File: src/rtl/shift_cmd_sequencer_if.sv
// Signal bundle between a command producer/result consumer and shift_cmd_sequencer.
// done_cnt is present only when SHIFT_SEQ_DONE_CNT_EN is defined.
interface shift_cmd_sequencer_if #(
  parameter int unsigned DEPTH = 4
);
  localparam int unsigned LVL_W = $clog2(DEPTH) + 1;

  logic             in_valid;
  logic             in_ready;
  logic             in_dir;
  logic [4:0]       in_amt;
  logic [31:0]      in_data;
  logic             shf_dir;
  logic [4:0]       shf_amt;
  logic [31:0]      shf_din;
  logic [31:0]      shf_dout;
  logic             out_valid;
  logic             out_ready;
  logic [31:0]      out_data;
  logic [LVL_W-1:0] fifo_level;
`ifdef SHIFT_SEQ_DONE_CNT_EN
  logic [15:0]      done_cnt;

  modport slave (
    input  in_valid, in_dir, in_amt, in_data, shf_dout, out_ready,
    output in_ready, shf_dir, shf_amt, shf_din, out_valid, out_data, fifo_level, done_cnt
  );
  modport master (
    output in_valid, in_dir, in_amt, in_data, shf_dout, out_ready,
    input  in_ready, shf_dir, shf_amt, shf_din, out_valid, out_data, fifo_level, done_cnt
  );
`else
  modport slave (
    input  in_valid, in_dir, in_amt, in_data, shf_dout, out_ready,
    output in_ready, shf_dir, shf_amt, shf_din, out_valid, out_data, fifo_level
  );
  modport master (
    output in_valid, in_dir, in_amt, in_data, shf_dout, out_ready,
    input  in_ready, shf_dir, shf_amt, shf_din, out_valid, out_data, fifo_level
  );
`endif
endinterface

File: src/rtl/shift_cmd_sequencer.sv
// Command FIFO feeding a combinational barrel shifter, with a registered result stage.
// Optional SHIFT_SEQ_DONE_CNT_EN adds a 16-bit completed-result counter (done_cnt).
module shift_cmd_sequencer #(
  parameter int unsigned DEPTH = 4
) (
  input  logic                 clk,
  input  logic                 rst,
  shift_cmd_sequencer_if.slave bus
);
  localparam int unsigned PTR_W  = $clog2(DEPTH);
  localparam int unsigned LVL_W  = $clog2(DEPTH) + 1;
  localparam int unsigned AMT_W  = 5;
  localparam int unsigned DATA_W = 32;

  typedef struct packed {
    logic              dir;
    logic [AMT_W-1:0]  amt;
    logic [DATA_W-1:0] data;
  } cmd_t;

  typedef enum logic {S_EMPTY = 1'b0, S_FULL = 1'b1} out_state_t;

  cmd_t              mem [DEPTH];
  cmd_t              head;
  logic [PTR_W-1:0]  wr_ptr;
  logic [PTR_W-1:0]  rd_ptr;
  logic [LVL_W-1:0]  level_q;
  logic [LVL_W-1:0]  level_nxt;
  logic              in_ready_q;
  out_state_t        state_q;
  logic [DATA_W-1:0] out_data_q;
  logic              fifo_nonempty;
  logic              out_valid;
  logic              push;
  logic              pop;

  assign fifo_nonempty = (level_q != '0);
  assign out_valid     = (state_q == S_FULL);
  assign push          = bus.in_valid && in_ready_q;
  assign pop           = fifo_nonempty && (!out_valid || bus.out_ready);

  // Next occupancy; push is already blocked when full, so level never exceeds DEPTH.
  always_comb begin
    level_nxt = level_q;
    if (push && !pop) begin
      level_nxt = level_q + LVL_W'(1);
    end else if (pop && !push) begin
      level_nxt = level_q - LVL_W'(1);
    end
  end

  always_ff @(posedge clk or posedge rst) begin
    if (rst) begin
      wr_ptr     <= '0;
      rd_ptr     <= '0;
      level_q    <= '0;
      in_ready_q <= 1'b1;
    end else begin
      if (push) wr_ptr <= wr_ptr + PTR_W'(1);
      if (pop)  rd_ptr <= rd_ptr + PTR_W'(1);
      level_q    <= level_nxt;
      in_ready_q <= (level_nxt < LVL_W'(DEPTH));
    end
  end

  // Storage needs no reset: nothing reads an entry before it is written.
  always_ff @(posedge clk) begin
    if (push) begin
      mem[wr_ptr] <= {bus.in_dir, bus.in_amt, bus.in_data};
    end
  end

  assign head = mem[rd_ptr];

  // Output stage: EMPTY/FULL with registered result.
  always_ff @(posedge clk or posedge rst) begin
    if (rst) begin
      state_q    <= S_EMPTY;
      out_data_q <= '0;
    end else begin
      case (state_q)
        S_EMPTY: begin
          if (pop) begin
            state_q    <= S_FULL;
            out_data_q <= bus.shf_dout;
          end
        end
        S_FULL: begin
          if (pop) begin
            out_data_q <= bus.shf_dout;
          end else if (bus.out_ready) begin
            state_q <= S_EMPTY;
          end
        end
      endcase
    end
  end

`ifdef SHIFT_SEQ_DONE_CNT_EN
  logic [15:0] done_cnt_q;

  always_ff @(posedge clk or posedge rst) begin
    if (rst) begin
      done_cnt_q <= '0;
    end else if (out_valid && bus.out_ready) begin
      done_cnt_q <= done_cnt_q + 16'(1);
    end
  end

  assign bus.done_cnt = done_cnt_q;
`endif

  // Shifter is fed zeros whenever there is no head entry.
  assign bus.shf_dir    = fifo_nonempty ? head.dir  : 1'b0;
  assign bus.shf_amt    = fifo_nonempty ? head.amt  : '0;
  assign bus.shf_din    = fifo_nonempty ? head.data : '0;
  assign bus.in_ready   = in_ready_q;
  assign bus.out_valid  = out_valid;
  assign bus.out_data   = out_data_q;
  assign bus.fifo_level = level_q;
endmodule

File: src/flat_wrapper.sv
// flat-port wrapper written by rule: the top's interface ports become plain ports
module shift_cmd_sequencer_flat 
#(
  parameter int unsigned DEPTH = 4
)
  (clk, rst, bus_in_valid, bus_in_dir, bus_in_amt, bus_in_data, bus_shf_dout, bus_out_ready, bus_in_ready, bus_shf_dir, bus_shf_amt, bus_shf_din, bus_out_valid, bus_out_data, bus_fifo_level);
  shift_cmd_sequencer_if #(.DEPTH(DEPTH)) bus_i ();
  input  logic clk;
  input  logic rst;
  input wire logic [$bits(bus_i.in_valid)-1:0] bus_in_valid;
  input wire logic [$bits(bus_i.in_dir)-1:0] bus_in_dir;
  input wire logic [$bits(bus_i.in_amt)-1:0] bus_in_amt;
  input wire logic [$bits(bus_i.in_data)-1:0] bus_in_data;
  input wire logic [$bits(bus_i.shf_dout)-1:0] bus_shf_dout;
  input wire logic [$bits(bus_i.out_ready)-1:0] bus_out_ready;
  output wire logic [$bits(bus_i.in_ready)-1:0] bus_in_ready;
  output wire logic [$bits(bus_i.shf_dir)-1:0] bus_shf_dir;
  output wire logic [$bits(bus_i.shf_amt)-1:0] bus_shf_amt;
  output wire logic [$bits(bus_i.shf_din)-1:0] bus_shf_din;
  output wire logic [$bits(bus_i.out_valid)-1:0] bus_out_valid;
  output wire logic [$bits(bus_i.out_data)-1:0] bus_out_data;
  output wire logic [$bits(bus_i.fifo_level)-1:0] bus_fifo_level;
  assign bus_i.in_valid = bus_in_valid;
  assign bus_i.in_dir = bus_in_dir;
  assign bus_i.in_amt = bus_in_amt;
  assign bus_i.in_data = bus_in_data;
  assign bus_i.shf_dout = bus_shf_dout;
  assign bus_i.out_ready = bus_out_ready;
  assign bus_in_ready = bus_i.in_ready;
  assign bus_shf_dir = bus_i.shf_dir;
  assign bus_shf_amt = bus_i.shf_amt;
  assign bus_shf_din = bus_i.shf_din;
  assign bus_out_valid = bus_i.out_valid;
  assign bus_out_data = bus_i.out_data;
  assign bus_fifo_level = bus_i.fifo_level;
  shift_cmd_sequencer #(.DEPTH(DEPTH)) u_core (.clk(clk), .rst(rst), .bus(bus_i));
endmodule
File: config.mk
export PLATFORM = sky130hd
export DESIGN_NAME = shift_cmd_sequencer_flat
export DESIGN_NICKNAME = d
export VERILOG_FILES = /design/src/rtl/shift_cmd_sequencer_if.sv /design/src/rtl/shift_cmd_sequencer.sv /design/src/flat_wrapper.sv
export SDC_FILE = /design/constraint.sdc
export NUM_CORES = 1
export LEC_CHECK = 0
export CAP_MARGIN = 25
export CORE_UTILIZATION = 30
export CTS_CLUSTER_SIZE = 12
export DETAILED_ROUTE_END_ITERATION = 7
export PLACE_DENSITY_LB_ADDON = 0.1
export SYNTH_ARGS = -nofsm -noshare
export SYNTH_HDL_FRONTEND = slang
export SYNTH_SLANG_ARGS = --single-unit
File: constraint.sdc
create_clock -name clk -period 2.15 [get_ports clk]
set_clock_uncertainty 0.15 [all_clocks]
set_input_delay 0.645 -clock clk [delete_from_list [all_inputs] [get_ports clk]]
set_output_delay 0.645 -clock clk [all_outputs]
set_load 0.01 [all_outputs]
== Word level (Yosys, flattened, before mapping) ==
Memory sizes are Yosys's and may differ from the RTL's.
Index checks and enable logic that the tools add are counted.
Operators by class
  $add $sub $neg: 4
  order comparisons: 1
  muxes and demuxes: 12
  bitwise gates (word level): 1
  reduce and logical (&&, ||, !) cells: 9
Operator list (number)
  32-bit two-way mux: 2
  1-bit two-way mux: 6
  3-bit two-way mux: 2
  5-bit two-way mux: 1
  2-bit by 1-bit adder with 2-bit output (second input constant): 2
  1-bit logical AND: 4
  3-bit by 1-bit adder with 3-bit output (second input constant): 1
  1-bit zero test: 3
  3-bit less-than comparator (second input constant): 1
  3-bit nonzero test: 1
  3-bit by 1-bit subtractor with 3-bit output (second input constant): 1
  1-bit case mux with 2 select lines: 1
  1-bit logical OR: 1
  1-bit inverter: 1
Storage, ports and cells
  bits in registers: 41
  RAM bits: 152
  input bits: 74
  output and inout bits: 75
  logic and storage cells: 34
  memories: 1
Memory list
  u_core.mem: words 4, bits a word 38, read ports 1, clocked after Yosys merged registers in 0, wr ports 1, RTL line shift_cmd_sequencer.sv:23  | cmd_t mem [DEPTH];

== Depth between registers and ports, before layout ==
  depth in word-level cells: 7
  mapped depth: 11

== Least setup slack after synthesis ==
Ideal clock, no wire load.
  path type: register to register
  from: register u_core.level_q[0], in the netlist u_core.bus.fifo_level[0]
  to: register (tool-made name)
  arrival: 1914 ps
  setup slack: -46 ps
  stages on the path, launching flop included: 12
  path through: dfrtp_1 -> inv_1 -> ha_1 -> nand2b_4 -> and2_4 -> buf_6 -> buf_6 -> inv_1 -> ha_1 -> nor2b_1 -> o31ai_1 -> o31ai_1
RTL lines
  from (decl): RTL line shift_cmd_sequencer.sv:27  | logic [LVL_W-1:0] level_q;
  from (signal assigned): RTL line shift_cmd_sequencer.sv:61  | level_q <= level_nxt;

== Worst setup path after layout ==
  from: register u_core.rd_ptr[0]
  to: output port bus_shf_din[2]
On the way
  word-level cells in the longest chain between the ends: 2
RTL lines
  from (decl): RTL line shift_cmd_sequencer.sv:26  | logic [PTR_W-1:0] rd_ptr;
  from (signal assigned): RTL line shift_cmd_sequencer.sv:60  | if (pop) rd_ptr <= rd_ptr + PTR_W'(1);
  memory read 4 x 38 bit
  32-bit two-way mux: RTL line shift_cmd_sequencer.sv:116  | assign bus.shf_din = fifo_nonempty ? head.data : '0;
  to (decl): RTL line flat_wrapper.sv:19  | output wire logic [$bits(bus_i.shf_din)-1:0] bus_shf_din;
Every way passes these cells.

==> results.toml <==
[yosys]
yosys-mux-area-fraction_pct = 17.36
ys_async_sr_fraction_pct = 21.24
yosys.area_share.xor_xnor_pct = 0.4581
synthDominantCellAreaShare_pct = 59.69
synthAdderAreaFrac_pct = 1.473
synth_edf_count = 152
netlist.top_cell.by_area = "sky130_fd_sc_hd__edfxtp_1"
netlist_area_mm2 = 0.007647
post_synth_inst_count = 362
yosys-top-cells-area = "sky130_fd_sc_hd__edfxtp_1 (60%), sky130_fd_sc_hd__dfrtp_1 (13%), sky130_fd_sc_hd__mux4_2 (11%)"
synth-warning-count = 0
synth_compound_gate_area_share_pct = 0.5563
post_synth.cell_area_avg_um2 = 21.13
synth_cell_type_count = 28
synth.ff_latch_count = 193
synth_simple_gate_area_share_pct = 4.434
dominant_combinational_cell_family_by_area_after_synthesis = "multiplexers"
synth-main-ff-cell = "sky130_fd_sc_hd__edfxtp_1"
seq_area_frac_synth_pct = 73.12
synth.net_count = 445

[critical_path]
critical_path_peak_fanout = 5
critical_path.endpoint_type = "output port"
worstPathCellList = "buf_12, buf_12, buf_8, mux4_2, and2_4, buf_6"
worst-setup-path-type = "reg -> out"
timing.critical_path.slowest_stage_cell = "sky130_fd_sc_hd__dfrtp_4"
worst-endpoint-arrival_ns = 2.03
start_kind = "flop"
slowest_cell_delay_on_critical_path_ns = 0.52
critical_path.most_common_cell = "sky130_fd_sc_hd__buf_12"
cp_data_required_time_ns = 1.35

[cells_and_area]
syn2layout_area_growth_pct = 41.59
fin_nets = 650
postLayoutCellArea_mm2 = 0.01083
drive_above_1_share_pct = 40.52
fin_cells = 911

[detailed_routing]
detail_route.iter0.violations = 135
vias = 3981
drc = 0
m1WireLength_um = 7362
dr_wl_met2_um = 8106
detailedRoute.firstPassIterationCount = 5
wire_per_inst_um = 18.16
detail-route-antenna-nets = 0
met3_wire_len_um = 938
route.detailed.vias_per_inst = 4.370
routed_wl_um = 16550
route.top_layer_used = "met5"

[placement]
dpl-instance-area_mm2 = 0.009869
hpwl_detailed_um = 10620
port_buffers = 148
gp_congestion = 0.7256
detailedPlace.worstSlack_ns = -0.4998
dp_cells = 858

[timing]
maxSlewViolCount = 0
timing.final.crit_share_pct = 131.3
slew-limit-headroom_pct = 71.43
min_period_ns = 2.823
layout_setup_ws_ns = -0.6731
timing.final.setup_violations = 38
worst_pin_slew_ns = 0.4260
finalHoldWorstSlack_ns = 0.3238
report.final.hold_viol_count = 0
clock.fmax_mhz = 354.2
setup_repair_after_global_routing_missed_its_margin = "yes"

[grt]
grt_start_max_net_pins = 21
global_route.usage.total_pct = 13.35
number_of_antenna_violations_at_the_first_check_in_global_routing = 2
gr-total-overflow = 0
first_global_vias = 4475
grt_first_pass_wirelength_um = 25820

[floorplanning]
io_pins = 149
floorplan.initialDensity_pct = 30.46
dieArea_mm2 = 0.02613
chipWidth_um = 161.7
core_mm2 = 0.02511
die-height_um = 161.7
rows = 58

[power]
fin_total_pwr_uw = 15690
cellLeakagePower_uw = 0.004174
power_density_mw_per_mm2 = 1449
ir_drop_v = 0.0006436

[clock_tree]
number_of_levels_in_the_clock_h_tree = 4
num_cts_buffers = 17
cts_root_buffer = "sky130_fd_sc_hd__clkbuf_16"
insertion_delay_ns = 0.42
cts.sinks = 193
cts_tree = "built"
clock_tree.buffer_depth = 2
cts.reportedPaths.clkPinSlew_ns = 0.08

[min_path]
min-delay-path-class = "in -> async"

[status]
violations = "negative setup slack"
outcome = "finished, violations left"

[flow_run]
max-cap-violations = 0
[registers in the layout (all words and copies together) (netlist names), named ones only]
register               flops
u_core.bus.fifo_level      2
u_core.bus.out_valid       1
u_core.bus.out_data       32
u_core.mem               152
u_core.rd_ptr              2
u_core.wr_ptr              2
u_core.bus.in_ready        1
[cell families after synthesis]
family | after synthesis
simple gates | 54
mux | 71
compound gates | 7
xor+xnor | 4
fa+ha+maj | 9
buf+inv | 24
flops | 193
[where the power goes]
group / leakage (µW) / internal (µW) / switching [µW]
Clock: 0.000277 / 1640 / 1420
Combinational: 0.00203 / 4370 / 2890
Sequential: 0.00187 / 5010 / 354
[worst paths after layout]
path / start / to / slack, ns / cells after the start
worst max-delay path: u_core.rd_ptr[0] / bus_shf_din[2] / -0.67 / 6
worst min-delay path: rst / u_core.bus.out_data[6] / 0.32 / 2
worst max register to register: u_core.bus.fifo_level[0] / flop / 0.03 / 11
worst min register to register: u_core.bus.out_data[26] / u_core.bus.out_data[26] / 0.36 / 1
max in group asynchronous: rst / u_core.bus.in_ready / 1.05 / 3
min in group clk: u_core.bus.out_data[26] / u_core.bus.out_data[26] / 0.36 / 1
[cells in the final DEF, fill, tap and decap left out, types with 2 or more instances in the layout]
| cell type | count |
|---|---|
| sky130_fd_sc_hd__dlymetal6s2s_1 | 18 |
| sky130_fd_sc_hd__nand3_1 | 2 |
| sky130_fd_sc_hd__nand2b_1 | 2 |
| sky130_fd_sc_hd__ha_4 | 2 |
| sky130_fd_sc_hd__buf_4 | 24 |
| sky130_fd_sc_hd__xnor2_1 | 2 |
| sky130_fd_sc_hd__dfrtp_1 | 38 |
| sky130_fd_sc_hd__inv_1 | 3 |
| sky130_fd_sc_hd__mux2_2 | 5 |
| sky130_fd_sc_hd__buf_16 | 2 |
| sky130_fd_sc_hd__buf_2 | 12 |
| sky130_fd_sc_hd__and2_1 | 12 |
| sky130_fd_sc_hd__edfxtp_1 | 152 |
| sky130_fd_sc_hd__buf_12 | 23 |
| sky130_fd_sc_hd__dlygate4sd2_1 | 20 |
| sky130_fd_sc_hd__inv_2 | 3 |
| sky130_fd_sc_hd__and2_4 | 27 |
| sky130_fd_sc_hd__ha_1 | 6 |
| sky130_fd_sc_hd__mux2_4 | 27 |
| sky130_fd_sc_hd__clkinv_4 | 5 |
| sky130_fd_sc_hd__clkinv_1 | 3 |
| sky130_fd_sc_hd__buf_8 | 2 |
| sky130_fd_sc_hd__clkdlybuf4s50_1 | 73 |
| sky130_fd_sc_hd__clkbuf_16 | 17 |
| sky130_fd_sc_hd__nand2_1 | 3 |
| sky130_fd_sc_hd__inv_8 | 3 |
| sky130_fd_sc_hd__xor2_1 | 2 |
| sky130_fd_sc_hd__clkinvlp_4 | 2 |
| sky130_fd_sc_hd__o21ai_0 | 2 |
| sky130_fd_sc_hd__and3_2 | 4 |
| sky130_fd_sc_hd__o21ai_1 | 2 |
| sky130_fd_sc_hd__buf_6 | 28 |
| sky130_fd_sc_hd__mux4_2 | 38 |
[synthesized netlist by cell type, types with 5 or more instances]
cell type                  instances
sky130_fd_sc_hd__mux2_2            5
sky130_fd_sc_hd__mux2_4           27
sky130_fd_sc_hd__edfxtp_1        152
sky130_fd_sc_hd__ha_1              9
sky130_fd_sc_hd__and2_1           38
sky130_fd_sc_hd__buf_6             5
sky130_fd_sc_hd__clkbuf_1          5
sky130_fd_sc_hd__mux4_2           38
sky130_fd_sc_hd__dfrtp_1          40
sky130_fd_sc_hd__inv_1             7
[metal layers]
metal	vias up	GRT usage [%]
met1	2037	17.02
met3	10	4.111
met4	2	3.473
met2	108	22.06
met5	-	0
li1	1824	-
[metrics by stage]
stage               utilization [%]  setup TNS, ns
floorplan                         -       -0.01053
global placement              39.31         -26.48
detailed placement            39.31         -28.89
CTS                           42.54         -23.63
global route                  43.11         -24.94
finish                        43.12         -21.97
[repair_timing]
item                       CTS  global route
setup endpoints to repair   59            75
pin swaps                   34             6
hold buffers                 0             0
gates cloned                 4             0
hold endpoints to repair     0             0
gates resized for setup    215            50
setup buffers               14             8
[cell type report]
class | instances | area, µm²
fill | 2264 | 14280
sequential | 193 | 5597
timing repair buffer | 203 | 2242
multi-input combinational | 145 | 1967
clock buffer | 17 | 425.4
tap | 330 | 412.9
clock inverter | 15 | 155.1
inverter | 7 | 26.28
antenna | 1 | 2.502
[critical path, delay by kind of cell, from the launching register on]
family	cells	cell delay [ns]
muxes	1	0.42
buffers and inverters	4	0.49
and+or+nand+nor	1	0.17
DFF	1	0.52
(Power assumes the default switching activity.)
==> edit, RTL diff (same flow settings) <==
`DEPTH` is set to 4 in 3 places; all go to 16.
--- a/src/rtl/shift_cmd_sequencer_if.sv
+++ b/src/rtl/shift_cmd_sequencer_if.sv
@@ -3,3 +3,3 @@
 interface shift_cmd_sequencer_if #(
-  parameter int unsigned DEPTH = 4
+  parameter int unsigned DEPTH = 16
 );
--- a/src/rtl/shift_cmd_sequencer.sv
+++ b/src/rtl/shift_cmd_sequencer.sv
@@ -3,3 +3,3 @@
 module shift_cmd_sequencer #(
-  parameter int unsigned DEPTH = 4
+  parameter int unsigned DEPTH = 16
 ) (
--- a/src/flat_wrapper.sv
+++ b/src/flat_wrapper.sv
@@ -3,3 +3,3 @@
 #(
-  parameter int unsigned DEPTH = 4
+  parameter int unsigned DEPTH = 16
 )
Ports: changed (resized bus_fifo_level); port bits go from 149 to 151. The function was not compared with the original's and may differ.
==> edit against the original RTL <==
The run still ends with negative setup slack left; area after synthesis grew to 3.3 times the old value; first-iteration DRC count increased to 5.7 times the old value; total power grew to 3.2 times the old value; sequential cell count increased by 462; routed wire length increased to 3.9 times the old value; setup slack got worse by 0.56 ns; cell area grew to 3.1 times the old value; hold slack got worse by 0.17 ns; die area grew to 3.3 times the old value.
==> edit: results (changes against the original RTL) <==
Drt
  • Via Count: 12.7k (+220%)
  • Wire per inst: 24.4 um (+35%)
  • Starting DRT DRC Count: 765 (+470%)

Logic synthesis
  • Number of library cell types mapped by synthesis: 38 (+36%)
  • Top cells by count, synth: edfxtp_1, mux4_2, dfrtp_1
  • Mapped Cells: 1142 (+220%)
  • Post-synth EDFFs: 608 (+300%)
  • Ys async rst share: 7.18% (-14 points)
  • Top cells by area, synth: edfxtp_1, mux4_2, dfrtp_1
  • Synth Warn #: 0 (unchanged)
  • Post-synthesis sequential area ratio: 76.7% (+3.6 points)
  • Post-Syn Nets: 1226 (+180%)

Setup path
  • Data arrival, critical path: 2.59 ns (+0.56 ns)
  • Reg2reg setup slack: -0.45 ns (-0.48 ns)
  • Worst-path maximum fanout: 8 (+3)

CTS
  • Clock latency on the worst-skew pair: 0.61 ns (+0.19 ns)
  • CTS buffer count: 76 (+59)
  • Clock transition at the registers of the reported paths: 0.05 ns (-0.03 ns)
  • H-tree depth: 3 (-1)
  • Max Buffers Root-to-Sink: 3 (+1)

Layout
  • Share of cells above drive strength 1: 41.5% (+0.95 points)
  • Ant. Diodes: 0 (-1)
  • Number of flip-flops in the largest register: 608 (+300%)
  • Non-Filler Instances: 2674 (+190%)
  • # fillers: 7436 (+230%)
  • Fin nets: 1619 (+150%)

Placed design
  • DP HPWL: 39200 um (+270%)
  • Placed insts: 2492 (+190%)
  • IO buf count: 150 (+1.4%)
  • GPL Wtd Cong: 0.723 (-0.37%)

Power
  • Pleak: 11.6 nW (+180%)
  • Maximum vdd drop: 918 uV (+43%)

STA
  • Setup violations, final: 78 (+110%)
  • Final WS setup: -1.24 ns (-0.565 ns)
  • Hold_ws: 0.156 ns (-0.168 ns)
  • Final hold vios: 0 (unchanged)
  • Setup Total Neg Slack: -55.13 ns (-33.16 ns)
  • Worst-Margin Slew: 0.589 ns (+0.163 ns)

Outcome
  • Outcome: finished with violations
  • Failing checks: negative setup slack

Global route
  • First-pass GRT wire length: 97000 um (+280%)
  • Number of global-route vias before repair: 13.9k (+210%)
  • Antenna violations before repair: 3 (+1)
  • GRT Resource Usage Total: 15.6% (+2.3 points)
  • Largest net degree at the start of global routing: 37 (+76%)
==> edit: cell types whose count changed after synthesis, sizes merged, moves of 4 or more <==
cell / delta
xnor2: +4
buf: +32
o221ai: +39
inv: +39
edfxtp: +456
dfrtp: +6
mux2i: +39
mux4: +114
nand3: +43
and2: -26
clkbuf: +12
==> edit: metal layers <==
metal,GRT usage [%],share of wire (%),vias to the layer above
met3,2.97,4.5,62
met1,22.2,47,6777
met4,3.54,1.3,2
met2,24.8,48,287
met5,0,0.020,-
li1,-,-,5565
==> edit: cells by family (layout without fill, tap and decap cells) <==
logic type | count (synthesis) | after routing | synth area share, %
compound gates | 50 | 50 | 1.65
xor+xnor | 7 | 7 | 0.242
fa+ha+maj | 10 | 10 | 0.494
buf+inv | 107 | 559 | 1.95
flops | 655 | 655 | 76.7
mux | 225 | 225 | 17.0
simple gates | 88 | 88 | 1.97
==> edit: timing repair <==
item | CTS | global route
gates resized for setup | 321 | 54
gates cloned | 7 | 1
setup buffers | 38 | 13
hold endpoints to repair | 0 | 0
endpoints found under the setup margin | 116 | 286
pin swaps | 22 | 17
==> edit: worst max-delay path: stages, from the launching register on <==
cell	delay, ns
dfrtp_1	0.38
inv_2	0.09
ha_4	0.13
or4b_4	0.55
nand3_4	0.22
buf_12	0.17
buf_12	0.13
o221ai_4	0.12
buf_2	0.16
==> edit: where the power goes <==
part | total [mW] | leakage [nW] | switching (mW) | internal [mW]
combinational | 21.5 | 4.39 | 10.0 | 11.4
sequential | 16.0 | 6.04 | 0.543 | 15.5
clock | 12.3 | 1.15 | 4.98 | 7.32
==> edit: final timing paths <==
path,startpoint,to,cells after the start
max,u_core.bus.fifo_level[1],bus_shf_din[28],8
min,rst,u_core.bus.out_data[10],2
max reg2reg,u_core.bus.fifo_level[1],u_core.bus.fifo_level[3],10
min in group clk,u_core.bus.out_data[17],u_core.bus.out_data[17],1
min reg2reg,u_core.bus.out_data[17],u_core.bus.out_data[17],1
max in group asynchronous,rst,u_core.bus.in_ready,3
==> edit: stage by stage <==
stage / worst slack (ns) / cell area [sq um]
after floorplan: -0.457 / 25800
after global placement: -1.17 / 30700
after detailed placement: -1.15 / 30700
after CTS: -1.31 / 33800
after global routing: -1.34 / 34100
final: -1.24 / 34100
==> edit: final cells by class <==
cell class              count  area, sq um  share of cell area (%)
flip-flops and latches    655        19400                    57.0
inverters                  46          180                   0.528
clock buffers             102         2060                    6.05
clock inverters            35          304                   0.892
repair buffers            376         4490                    13.2
well taps                1080         1350                    3.96
multi-input cells         380         6260                    18.4
